`src/rtl/conv_window_sequencer.sv`:
```
// Raster-scan sequencer for 3x3 window filtering: issues one window read per cycle
// and delays each window's coordinates so the result write lines up with the filter.
module conv_window_sequencer #(
   parameter int IMG_W    = 64,
   parameter int IMG_H    = 64,
   parameter int PIPE_LAT = 2,
   parameter int AW       = 7
) (
   input  logic          clk,
   input  logic          rst_n,
   input  logic          start,
   input  logic          stall,
   output logic          rd,
   output logic [AW-1:0] rd_row,
   output logic [AW-1:0] rd_col,
   output logic          wr,
   output logic [AW-1:0] wr_row,
   output logic [AW-1:0] wr_col,
   output logic          busy,
   output logic          done
);

   typedef enum logic [1:0] {
      IDLE  = 2'd0,
      RUN   = 2'd1,
      DRAIN = 2'd2,
      DONE  = 2'd3
   } state_t;

   localparam logic [AW-1:0]       LAST_COL  = AW'(IMG_W - 1);
   localparam logic [AW-1:0]       LAST_ROW  = AW'(IMG_H - 1);
   localparam logic [PIPE_LAT-1:0] TOP_STAGE = PIPE_LAT'(1) << (PIPE_LAT - 1);

   state_t              state_reg;
   logic [AW-1:0]       row_reg;
   logic [AW-1:0]       col_reg;
   logic                busy_reg;
   logic                done_reg;

   logic [PIPE_LAT-1:0] sh_valid;
   logic [AW-1:0]       sh_row [PIPE_LAT];
   logic [AW-1:0]       sh_col [PIPE_LAT];

   logic                last_col;
   logic                last_row;
   logic                drain_empty;

   assign rd       = (state_reg == RUN) && !stall;
   assign last_col = (col_reg == LAST_COL);
   assign last_row = (row_reg == LAST_ROW);

   // In DRAIN nothing enters stage 0, so after one more shift only the last stage's
   // content would remain; it leaves on that same edge, so the pipe is then empty.
   assign drain_empty = ((sh_valid & ~TOP_STAGE) == '0);

   always_ff @(posedge clk) begin
      if (!rst_n) begin
         state_reg <= IDLE;
         row_reg   <= '0;
         col_reg   <= '0;
         busy_reg  <= 1'b0;
         done_reg  <= 1'b0;
      end else begin
         done_reg <= 1'b0;
         case (state_reg)
            IDLE: begin
               if (start) begin
                  state_reg <= RUN;
                  busy_reg  <= 1'b1;
               end
            end
            RUN: begin
               if (!stall) begin
                  if (last_col) begin
                     col_reg <= '0;
                     if (last_row) begin
                        row_reg   <= '0;
                        state_reg <= DRAIN;
                     end else begin
                        row_reg <= row_reg + AW'(1);
                     end
                  end else begin
                     col_reg <= col_reg + AW'(1);
                  end
               end
            end
            DRAIN: begin
               if (!stall && drain_empty) begin
                  state_reg <= DONE;
                  busy_reg  <= 1'b0;
                  done_reg  <= 1'b1;
               end
            end
            DONE: begin
               state_reg <= IDLE;
            end
            default: begin
               state_reg <= IDLE;
               busy_reg  <= 1'b0;
            end
         endcase
      end
   end

   // Shadow pipeline: each stage carries {valid,row,col} of one issued window.
   genvar gi;
   generate
      for (gi = 0; gi < PIPE_LAT; gi++) begin : g_stage
         logic          v_in;
         logic [AW-1:0] r_in;
         logic [AW-1:0] c_in;
         logic          v_reg;
         logic [AW-1:0] r_reg;
         logic [AW-1:0] c_reg;

         if (gi == 0) begin : g_head
            assign v_in = rd;
            assign r_in = row_reg;
            assign c_in = col_reg;
         end else begin : g_tail
            assign v_in = sh_valid[gi-1];
            assign r_in = sh_row[gi-1];
            assign c_in = sh_col[gi-1];
         end

         always_ff @(posedge clk) begin
            if (!rst_n) begin
               v_reg <= 1'b0;
               r_reg <= '0;
               c_reg <= '0;
            end else if (!stall) begin
               v_reg <= v_in;
               r_reg <= r_in;
               c_reg <= c_in;
            end
         end

         assign sh_valid[gi] = v_reg;
         assign sh_row[gi]   = r_reg;
         assign sh_col[gi]   = c_reg;
      end
   endgenerate

   assign wr     = sh_valid[PIPE_LAT-1] && !stall;
   assign wr_row = sh_row[PIPE_LAT-1];
   assign wr_col = sh_col[PIPE_LAT-1];
   assign rd_row = row_reg;
   assign rd_col = col_reg;
   assign busy   = busy_reg;
   assign done   = done_reg;

endmodule

```
`config.mk`:
```
export PLATFORM = sky130hd
export DESIGN_NAME = conv_window_sequencer
export DESIGN_NICKNAME = d
export VERILOG_FILES = /design/src/rtl/conv_window_sequencer.sv
export SDC_FILE = /design/constraint.sdc
export NUM_CORES = 1
export LEC_CHECK = 0
export CORE_MARGIN = 2
export CORE_UTILIZATION = 55
export DETAILED_ROUTE_END_ITERATION = 8
export PLACE_DENSITY = 0.83
export SLEW_MARGIN = 20
export SYNTH_ARGS = -nofsm -noshare
export SYNTH_HDL_FRONTEND = slang
export SYNTH_SLANG_ARGS = --single-unit
```
`constraint.sdc`:
```
create_clock -name clk -period 3.46 [get_ports clk]
set_input_delay 0.519 -clock clk [delete_from_list [all_inputs] [get_ports clk]]
set_output_delay 0.519 -clock clk [all_outputs]
set_load 0.02 [all_outputs]
```
==> results of run 1 <==
## final timing paths
path	start	end	slack [ns]	cells past startpoint
hold reg to reg	g_stage[0].r_reg[3]	wr_row[3]	0.50	2
hold / removal	g_stage[0].r_reg[3]	wr_row[3]	0.50	2
setup reg to reg	rd_col[0]	rd_row[3]	1.75	5
setup / recovery	state_reg[1]	rd	0.95	5
## per-stage QoR
stage / cells / power, mW / util [%] / instance area [um2] / hold slack [ns]
finish: 281 / 1.13 / 71.2 / 2400 / 0.497
global route: 281 / 1.18 / 71.2 / 2400 / 0.528
CTS: 281 / 1.14 / 71.2 / 2400 / 0.508
detailed placement: 273 / 0.823 / 69.0 / 2320 / 0.482
global placement: 273 / 0.816 / 69.0 / 2320 / 0.470
floorplan: 198 / 0.761 / - / 1940 / 0.456
## cell type report
cell class	instances	area [um2]
clock inverters	2	35.0
inverters	4	15.0
well taps	46	57.6
repair buffers	38	368
flip-flops and latches	48	961
clock buffers	6	41.3
multi-input cells	137	918
fillers	291	967
## kinds of logic after synthesis
family / after synthesis / synth area share, %
AO/OA/AOI/OAI: 17 / 5.74
buffers and inverters: 13 / 3.10
AND/OR/NAND/NOR: 77 / 19.2
XOR/XNOR: 7 / 3.16
flip-flops: 48 / 49.5
multiplexers: 31 / 16.0
adder cells (fa/ha/maj): 5 / 3.23
## worst max-delay path, cell delays in order, from the launching register on
cell and delay (ns):
dfxtp_1 0.33, inv_1 0.09, ha_1 0.26, nor2b_1 0.17, buf_4 0.17, clkdlybuf4s50_1 0.61
## power groups by stage
| stage | clock network, mW | registers (mW) | logic (mW) |
|---|---|---|---|
| finish | 0.315 | 0.596 | 0.214 |
| global route | 0.349 | 0.600 | 0.236 |
| CTS | 0.325 | 0.597 | 0.216 |
| detailed placement | 0 | 0.609 | 0.214 |
| global placement | 0 | 0.608 | 0.209 |
| floorplan | 0 | 0.618 | 0.143 |
## layout by cell type (no fill, tap or decap), types with 2 or more instances in the layout
cell type,instances
nand4_1,2
and3b_1,2
dfxtp_1,48
a21oi_1,8
ha_1,5
xnor2_1,3
clkdlybuf4s50_1,34
and3_1,2
nand3b_1,2
nand3_1,4
xor2_1,4
nor2_1,42
nand2_1,11
buf_4,3
inv_1,4
mux2i_1,31
or2_2,2
o21ai_0,2
nor2b_1,3
clkbuf_4,5
## synth_stat cells (2+ instances only)
library cell  instances
dfxtp_1              48
nor2_1               42
mux2i_1              31
nand2_1              11
a21oi_1               8
clkbuf_1              5
ha_1                  5
inv_1                 4
nand3_1               4
xor2_1                4
buf_2                 3
nor2b_1               3
xnor2_1               3
and3_1                2
and3b_1               2
nand3b_1              2
nand4_1               2
o21ai_0               2
or2_2                 2
## layer usage
layer	part of all wire, %	global-route usage [%]
met4	1.5	8.15
met2	46	30.7
met1	48	22.9
met5	0	0
met3	4.5	4.46
==> flow_summary_export.csv, run 1 <==
group,metric,value,unit
run_status,status,"finished, final reports clean",
synth,yosysWarnings,0,
clock_tree,cts_inserted_buffers,5,
power,comb_power_share,19.0,%
sta,max_slew_margin,64.7,%
synth,synth_fp_nets,207,
setup_path,critPathArrivalTime,2.00,ns
clock_tree,h-tree-depth,2,
place,pre_cts_ws,1.17,ns
sta,fin_setup_tns,0,ns
detailed_routing,viasPerCell,5.17,
die,start_util,57.7,%
die,fp.coreArea,3360,um2
finish,synthToLayoutAreaGrowth,23.5,%
setup_path,cp-end-kind,"output pin",
global_route,grt.overflow.total,0,
detailed_routing,wl,3.43,mm
setup_path,crit_path_max_fanout,7,
setup_path,worstPathRequired,2.94,ns
power,clkPwrFrac,28.0,%
synth,yosys.area.top_type_share,49.5,%
synth,ys_seq_area_share,49.5,%
finish,drive_gt1_share,6.81,%
clock_tree,cts.clk_slew.worst_paths,0.13,ns
synth,synthArstFlopShare,0,%
synth,synth_largest_area_cell,"dfxtp_1",
die,die_w,63.4,um
clock_tree,post_cts_buffers,0,
job,maxCapViolCount,0,
synth,synth-edff-count,0,
clock_tree,cts_max_path_buffers,2,
sta,rsz0062_at_grt,"no",
global_route,grt_pass1_wl,5.93,mm
clock_tree,postCtsHoldBufs,0,
clock_tree,cts_resized,0,
sta,finalClockSkew,0.0103,ns
power,p_int,0.827,mW
sta,layout_setup_ws,0.946,ns
global_route,grt_pass1_vias,1322,
detailed_routing,drtAntennaViolNets,0,
sta,setup_viol,0,
power,net-switching-power,0.299,mW
global_route,antenna_found_initial,0,
detailed_routing,vias,1452,
die,rows,21,
power,switching_share,26.5,%
power,power_density,470,nW/um2
synth,synth.distinct_cells,34,
clock_tree,cts_tree,"yes",
place,gp_congestion,0.786,
clock_tree,cts-root-buf,"clkbuf_4",
die,io_pins,36,
setup_path,worstSetupPathType,"reg -> out",
synth,synth-main-ff-cell,"dfxtp_1",
sta,finalHoldViolations,0,
sta,fmax,0.398,GHz
sta,tightest_slew,0.529,ns
detailed_routing,firstDrtPassIters,4,
synth,netlist_instances,198,
global_route,grt_max_degree,41,
clock_tree,clkSinkCount,48,
power,irDropWorstVdd,0.000418,V
die,die_area,4020,um2
synth,syn-cell-area,1940,um2
synth,yosys-top-cells-area,"dfxtp_1, mux2i_1, nor2_1",
power,pwr-share-seq,53.0,%
synth,syn_avg_cell_area,9.79,um2
detailed_routing,drt-initial-drc-count,81,
clock_tree,insertion_delay,0.36,ns
detailed_routing,post_drt_wl_per_cell,12.2,um
hold_path,hold_path.class,"reg -> reg",
global_route,track_usage,18.6,%
sta,min_period,2.51,ns
finish,diodes,0,
synth,yosys_register_bits,48,
sta,finalCritPeriodShare,72.7,%
finish,fin_nets,243,
place,numPortBuffers,35,
die,die_h,63.4,um
sta,slew_viol_final,0,
power,power.leakage,0.982,nW
setup_path,start_kind,"register",
detailed_routing,drc,0,
place,hpwlAfterDp,2.38,mm
Note: power is estimated with default switching activity, not from simulation.
==> run 2, diff against run 1 <==
--- a/config.mk
+++ b/config.mk
@@ -6,9 +6,9 @@
 export NUM_CORES = 1
 export LEC_CHECK = 0
 export CORE_MARGIN = 2
-export CORE_UTILIZATION = 55
+export CORE_UTILIZATION = 51
 export DETAILED_ROUTE_END_ITERATION = 8
-export PLACE_DENSITY = 0.83
+export PLACE_DENSITY = 0.78
 export SLEW_MARGIN = 20
 export SYNTH_ARGS = -nofsm -noshare
 export SYNTH_HDL_FRONTEND = slang
==> constraint.sdc (replaced) <==
create_clock -name clk -period 2.5 [get_ports clk]
set_input_delay 0.375 -clock clk [delete_from_list [all_inputs] [get_ports clk]]
set_output_delay 0.375 -clock clk [all_outputs]
set_load 0.02 [all_outputs]
==> run 2 against run 1 <==
  * Worst setup slack got worse by 0.66 ns
  * Clock skew decreased by 0.0038 ns
  * Via count increased by 0.21%
  * Largest cell class unchanged
  * Count of clock-buffer cells in the layout increased by 1
  * Design area increased by 0.84%
  * Die area increased by 7.3%
  * Sequential share of layout area decreased by 0.33 points
==> flow_summary_export.csv, run 2 (synthesis gave the netlist of run 1 again) <==
group,metric,value,unit
run_status,status,"finished, final reports clean",
sta,rsz0062_at_grt,"no",
place,hpwlAfterDp,2.45,mm
detailed_routing,wl,3.52,mm
global_route,grt_pass1_vias,1282,
clock_tree,insertion_delay,0.30,ns
place,gp_congestion,0.818,
die,io_pins,36,
clock_tree,h-tree-depth,2,
die,die_h,65.7,um
detailed_routing,viasPerCell,5.14,
sta,setup_viol,0,
die,die_w,65.7,um
setup_path,reg2reg_slack,0.78,ns
detailed_routing,drtAntennaViolNets,0,
clock_tree,cts_inserted_buffers,5,
finish,diodes,0,
sta,max_slew_margin,73.5,%
setup_path,critPathArrivalTime,1.84,ns
hold_path,min_to,"wr_row[3]",
hold_path,worstHoldStart,"g_stage[0].r_reg[3]",
setup_path,cp-end-kind,"output pin",
setup_path,r2r_end,"rd_row[3]",
clock_tree,cts.clk_slew.worst_paths,0.08,ns
global_route,grt_pass1_wl,5.88,mm
job,maxCapViolCount,0,
power,power.leakage,0.984,nW
clock_tree,postCtsHoldBufs,0,
sta,finalClockSkew,0.00645,ns
setup_path,worst-r2r-cell-count,5,
detailed_routing,post_drt_wl_per_cell,12.4,um
sta,finalCritPeriodShare,88.5,%
sta,finalHoldViolations,0,
global_route,track_usage,18.3,%
setup_path,timing.rr.start,"rd_col[0]",
power,irDropWorstVdd,0.000400,V
global_route,grt.overflow.total,0,
sta,min_period,2.21,ns
hold_path,holdPathStages,2,
hold_path,hold_path.class,"reg -> reg",
setup_path,crit_path_max_fanout,4,
finish,final_common_cell,"dfxtp_1",
clock_tree,clkSinkCount,48,
global_route,antenna_found_initial,0,
setup_path,worstSetupPathType,"reg -> out",
clock_tree,cts_resized,0,
die,die_area,4310,um2
clock_tree,post_cts_buffers,0,
finish,synthToLayoutAreaGrowth,24.6,%
clock_tree,cts-root-buf,"clkbuf_8",
sta,slew_viol_final,0,
die,rows,22,
sta,tightest_slew,0.397,ns
detailed_routing,drc,0,
finish,drive_gt1_share,6.81,%
finish,fin_nets,243,
setup_path,worstSetupStartpoint,"state_reg[1]",
setup_path,start_kind,"register",
die,fp.coreArea,3660,um2
finish,mostFrequentLayoutCells,"dfxtp_1, nor2_1, clkdlybuf4s50_1, mux2i_1, nand2_1",
detailed_routing,drt-initial-drc-count,80,
sta,finalHoldWorstSlack,0.498,ns
setup_path,worstPathRequired,2.12,ns
clock_tree,cts_tree,"yes",
sta,fmax,0.452,GHz
clock_tree,cts_max_path_buffers,2,
place,numPortBuffers,35,
detailed_routing,vias,1455,
sta,fin_setup_tns,0,ns
global_route,grt_max_degree,41,
die,start_util,53.0,%
detailed_routing,firstDrtPassIters,4,
power,power_density,660,nW/um2
[run 2: cell types whose count changed in the layout (fill, tap and decap cells not counted)]
cell	before	now
clkinv_2	1	0
clkbuf_8	0	6
clkinvlp_4	0	1
bufinv_16	1	0
clkbuf_4	5	0
[run 2: metal layers]
metal / track usage (%) / up-vias / share of wire [%]
met2: 28.2 / 34 / 46
met4: 12.5 / 0 / 3.0
met1: 22.4 / 669 / 47
met5: 0 / - / 0
li1: - / 744 / -
met3: 4.45 / 8 / 4.1
[run 2: worst max path at each step]
stage / end / slack [ns]
6_report: rd / 0.29
4_1_cts: rd / 0.27
3_3_place_gp: rd / 0.63
3_5_place_dp: rd / 0.62
2_1_floorplan: rd_row[3] / 0.81
5_1_grt: rd / 0.22
[run 2: power by group]
part	internal (mW)	switching (mW)	leakage [nW]
clock network	0.225	0.249	0.0445
logic	0.133	0.164	0.552
registers	0.799	0.0267	0.387
total	1.16	0.439	0.984
[run 2: critical path, stage by stage (launching register included)]
cell,delay [ns]
dfxtp_1,0.32
inv_1,0.09
ha_1,0.27
nor2b_1,0.21
clkdlybuf4s50_1,0.64
[run 2: cell type report]
class	count	area (um2)
clock buffers	7	86.3
clock inverters	1	7.51
fillers	317	1240
inverters	4	15.0
multi-input cells	137	918
flip-flops and latches	48	961
well taps	48	60.1
repair buffers	38	368
[run 2: through the flow]
step	setup WS (ns)	instance area (um2)	utilization [%]	power, mW	cells
6_report	0.288	2420	66.0	1.60	283
5_1_grt	0.219	2420	66.0	1.68	283
4_1_cts	0.270	2420	66.0	1.61	283
3_5_place_dp	0.624	2320	63.4	1.14	275
3_3_place_gp	0.634	2320	63.4	1.13	275
2_1_floorplan	0.808	1940	-	1.05	198
==> run 3, diff against run 2 <==
--- a/config.mk
+++ b/config.mk
@@ -5,6 +5,7 @@
 export SDC_FILE = /design/constraint.sdc
 export NUM_CORES = 1
 export LEC_CHECK = 0
+export ABC_AREA = 1
 export CORE_MARGIN = 2
 export CORE_UTILIZATION = 51
 export DETAILED_ROUTE_END_ITERATION = 8
==> run 3 against run 2 <==
  * Sequential power grew 4.1%
  * Critical path depth grew 1
  * Flip-flop and latch count is the same
  * Total power grew 13%
  * Via count grew 15%
  * First-iteration DRC count grew 64%
  * Clock skew shrank 0.00053 ns
  * Clock power grew 23%
  * Routed wire length grew 5.5%
  * Non-clock buffer count grew 1
  * Worst hold slack lost 0.043 ns
  * Critical path type unchanged
  * Maximum frequency grew 3.0%
==> flow_summary_export.csv, run 3 <==
group,metric,value,unit
run_status,status,"finished, final reports clean",
synth,yosys_register_bits,48,
setup_path,start_kind,"register",
sta,fmax,0.466,GHz
setup_path,endpoint,"rd",
sta,tightest_slew,0.407,ns
global_route,busiest_layer,"met2",
finish,drive_gt1_share,5.92,%
synth,synth.distinct_cells,24,
finish,fin_nets,295,
synth,synth_fp_nets,259,
synth,synth-main-ff-cell,"dfxtp_1",
global_route,met1_usage,25.3,%
synth,yosys.area.top_type_share,49.7,%
place,numPortBuffers,35,
setup_path,worstSetupStartpoint,"state_reg[1]",
setup_path,critPathArrivalTime,1.77,ns
place,hpwlAfterDp,2.60,mm
synth,synthArstFlopShare,0,%
die,rows,22,
synth,synth_mux_area_share,0,%
synth,synth_common_cells,"nor2_1, dfxtp_1, o21ai_0",
clock_tree,cts_resized,0,
setup_path,r2r_end,"rd_row[4]",
finish,diodes,0,
die,io_pins,36,
place,gp_congestion,0.833,
synth,synth_top_family_by_area,"simple AND/OR/NAND/NOR gates",
detailed_routing,firstDrtPassIters,4,
sta,layout_setup_ws,0.353,ns
sta,setup_viol,0,
clock_tree,post_cts_buffers,0,
global_route,use_met3,5.65,%
synth,yosys-top-cells-area,"dfxtp_1, nor2_1, o21ai_0",
global_route,grt_pass1_wl,6.22,mm
synth,synth_compound_area_share,14.5,%
die,die_area,4300,um2
clock_tree,h-tree-depth,2,
sta,max_slew_margin,72.8,%
setup_path,worst-r2r-cell-count,7,
hold_path,hold_path.class,"reg -> reg",
clock_tree,postCtsHoldBufs,0,
synth,synth_xor_area_share,1.36,%
detailed_routing,wl,3.71,mm
sta,finalHoldWorstSlack,0.455,ns
clock_tree,insertion_delay,0.30,ns
clock_tree,cts_tree,"yes",
setup_path,worstSetupPathType,"reg -> out",
job,maxCapViolCount,0,
die,die_w,65.5,um
power,irDropWorstVdd,0.000472,V
setup_path,timing.rr.start,"rd_col[0]",
synth,ys_seq_area_share,49.7,%
setup_path,crit_path_max_fanout,3,
synth,netlist_instances,250,
clock_tree,cts_inserted_buffers,5,
synth,syn_avg_cell_area,7.73,um2
global_route,grt.overflow.total,0,
sta,finalHoldViolations,0,
sta,slew_viol_final,0,
die,fp.coreArea,3660,um2
sta,min_period,2.15,ns
sta,rsz0062_at_grt,"no",
synth,synth_largest_area_cell,"dfxtp_1",
synth,yosysWarnings,0,
finish,synthToLayoutAreaGrowth,26.8,%
setup_path,cp-end-kind,"output pin",
die,die_h,65.5,um
setup_path,worstPathRequired,2.12,ns
setup_path,reg2reg_slack,0.87,ns
global_route,antenna_found_initial,0,
detailed_routing,vias,1671,
clock_tree,cts-root-buf,"clkbuf_8",
detailed_routing,viasPerCell,4.99,
detailed_routing,drc,0,
detailed_routing,drtAntennaViolNets,0,
detailed_routing,post_drt_wl_per_cell,11.1,um
die,start_util,52.8,%
global_route,track_usage,19.1,%
clock_tree,clkSinkCount,48,
finish,final_util,66.9,%
synth,syn-cell-area,1930,um2
synth,yosys.area_share.simple,23.4,%
synth,synth-adder-area-share,3.24,%
sta,finalCritPeriodShare,85.9,%
global_route,use_met2,29.2,%
global_route,grt_max_degree,38,
clock_tree,cts.clk_slew.worst_paths,0.08,ns
power,power_density,735,nW/um2
place,pre_cts_ws,0.489,ns
global_route,grt_pass1_vias,1377,
power,power,1.80,mW
synth,yosysMostFrequentCell,"nor2_1",
sta,fin_setup_tns,0,ns
detailed_routing,drt-initial-drc-count,131,
power,power.leakage,1.05,nW
sta,finalClockSkew,0.00592,ns
finish,final_common_cell,"nor2_1",
clock_tree,cts_max_path_buffers,2,
synth,synth-edff-count,0,
finish,mostFrequentLayoutCells,"nor2_1, dfxtp_1, o21ai_0, clkdlybuf4s50_1, inv_1",
[run 3: cell count changes in the layout (fill, tap and decap cells not counted), sizes merged, moves of 10 or more]
cell / before / now
o21ai: 2 / 35
mux2i: 31 / 0
inv: 4 / 28
nor2: 42 / 59
nand2: 11 / 23
a21oi: 8 / 18
[run 3: how the worst min path moves through the flow]
stage                      from          endpoint  slack, ns  cells after the start
2_1_floorplan  g_stage[1].v_reg  g_stage[1].v_reg       0.44                      2
5_1_grt                    busy              busy       0.48                      2
6_report              rd_row[6]         rd_row[6]       0.45                      2
3_5_place_dp          rd_row[6]         rd_row[6]       0.44                      2
3_3_place_gp          rd_row[6]         rd_row[6]       0.44                      2
4_1_cts               rd_row[6]         rd_row[6]       0.46                      2
[run 3: area by class of cell]
cell class                      count  area (um2)
Clock buffer                        6        82.6
Fill cell                         334        1210
Tap cell                           48        60.1
Clock inverter                      2        38.8
Multi-Input combinational cell    164         822
Inverter                           28         105
Sequential cell                    48         961
Timing Repair Buffer               39         380
[run 3: worst max-delay path: stages, from the launching register on]
cell	delay [ns]
dfxtp_1	0.33
inv_1	0.08
ha_1	0.24
inv_1	0.06
nor2_1	0.13
clkdlybuf4s50_1	0.63
[run 3: metal layers]
layer / vias up / share of wire, % / routed length, um
li1: 874 / - / -
met1: 742 / 45 / 1670
met2: 49 / 47 / 1730
met3: 6 / 6.7 / 250
met4: 0 / 1.8 / 68
met5: - / 0 / 0
[run 3: stage by stage]
step                instances  instance area, um2
global placement          327                2330
detailed placement        327                2330
global route              335                2450
finish                    335                2450
CTS                       335                2450
floorplan                 250                1930
[run 3: kinds of logic after synthesis]
logic type / after synthesis
xor+xnor: 3
fa+ha+maj: 5
simple gates: 101
compound gates: 55
buf+inv: 38
flops: 48
[run 3: where the power goes]
part,switching (mW),total (mW),internal [mW]
logic,0.210,0.358,0.149
clock network,0.254,0.581,0.327
registers,0.0365,0.860,0.823
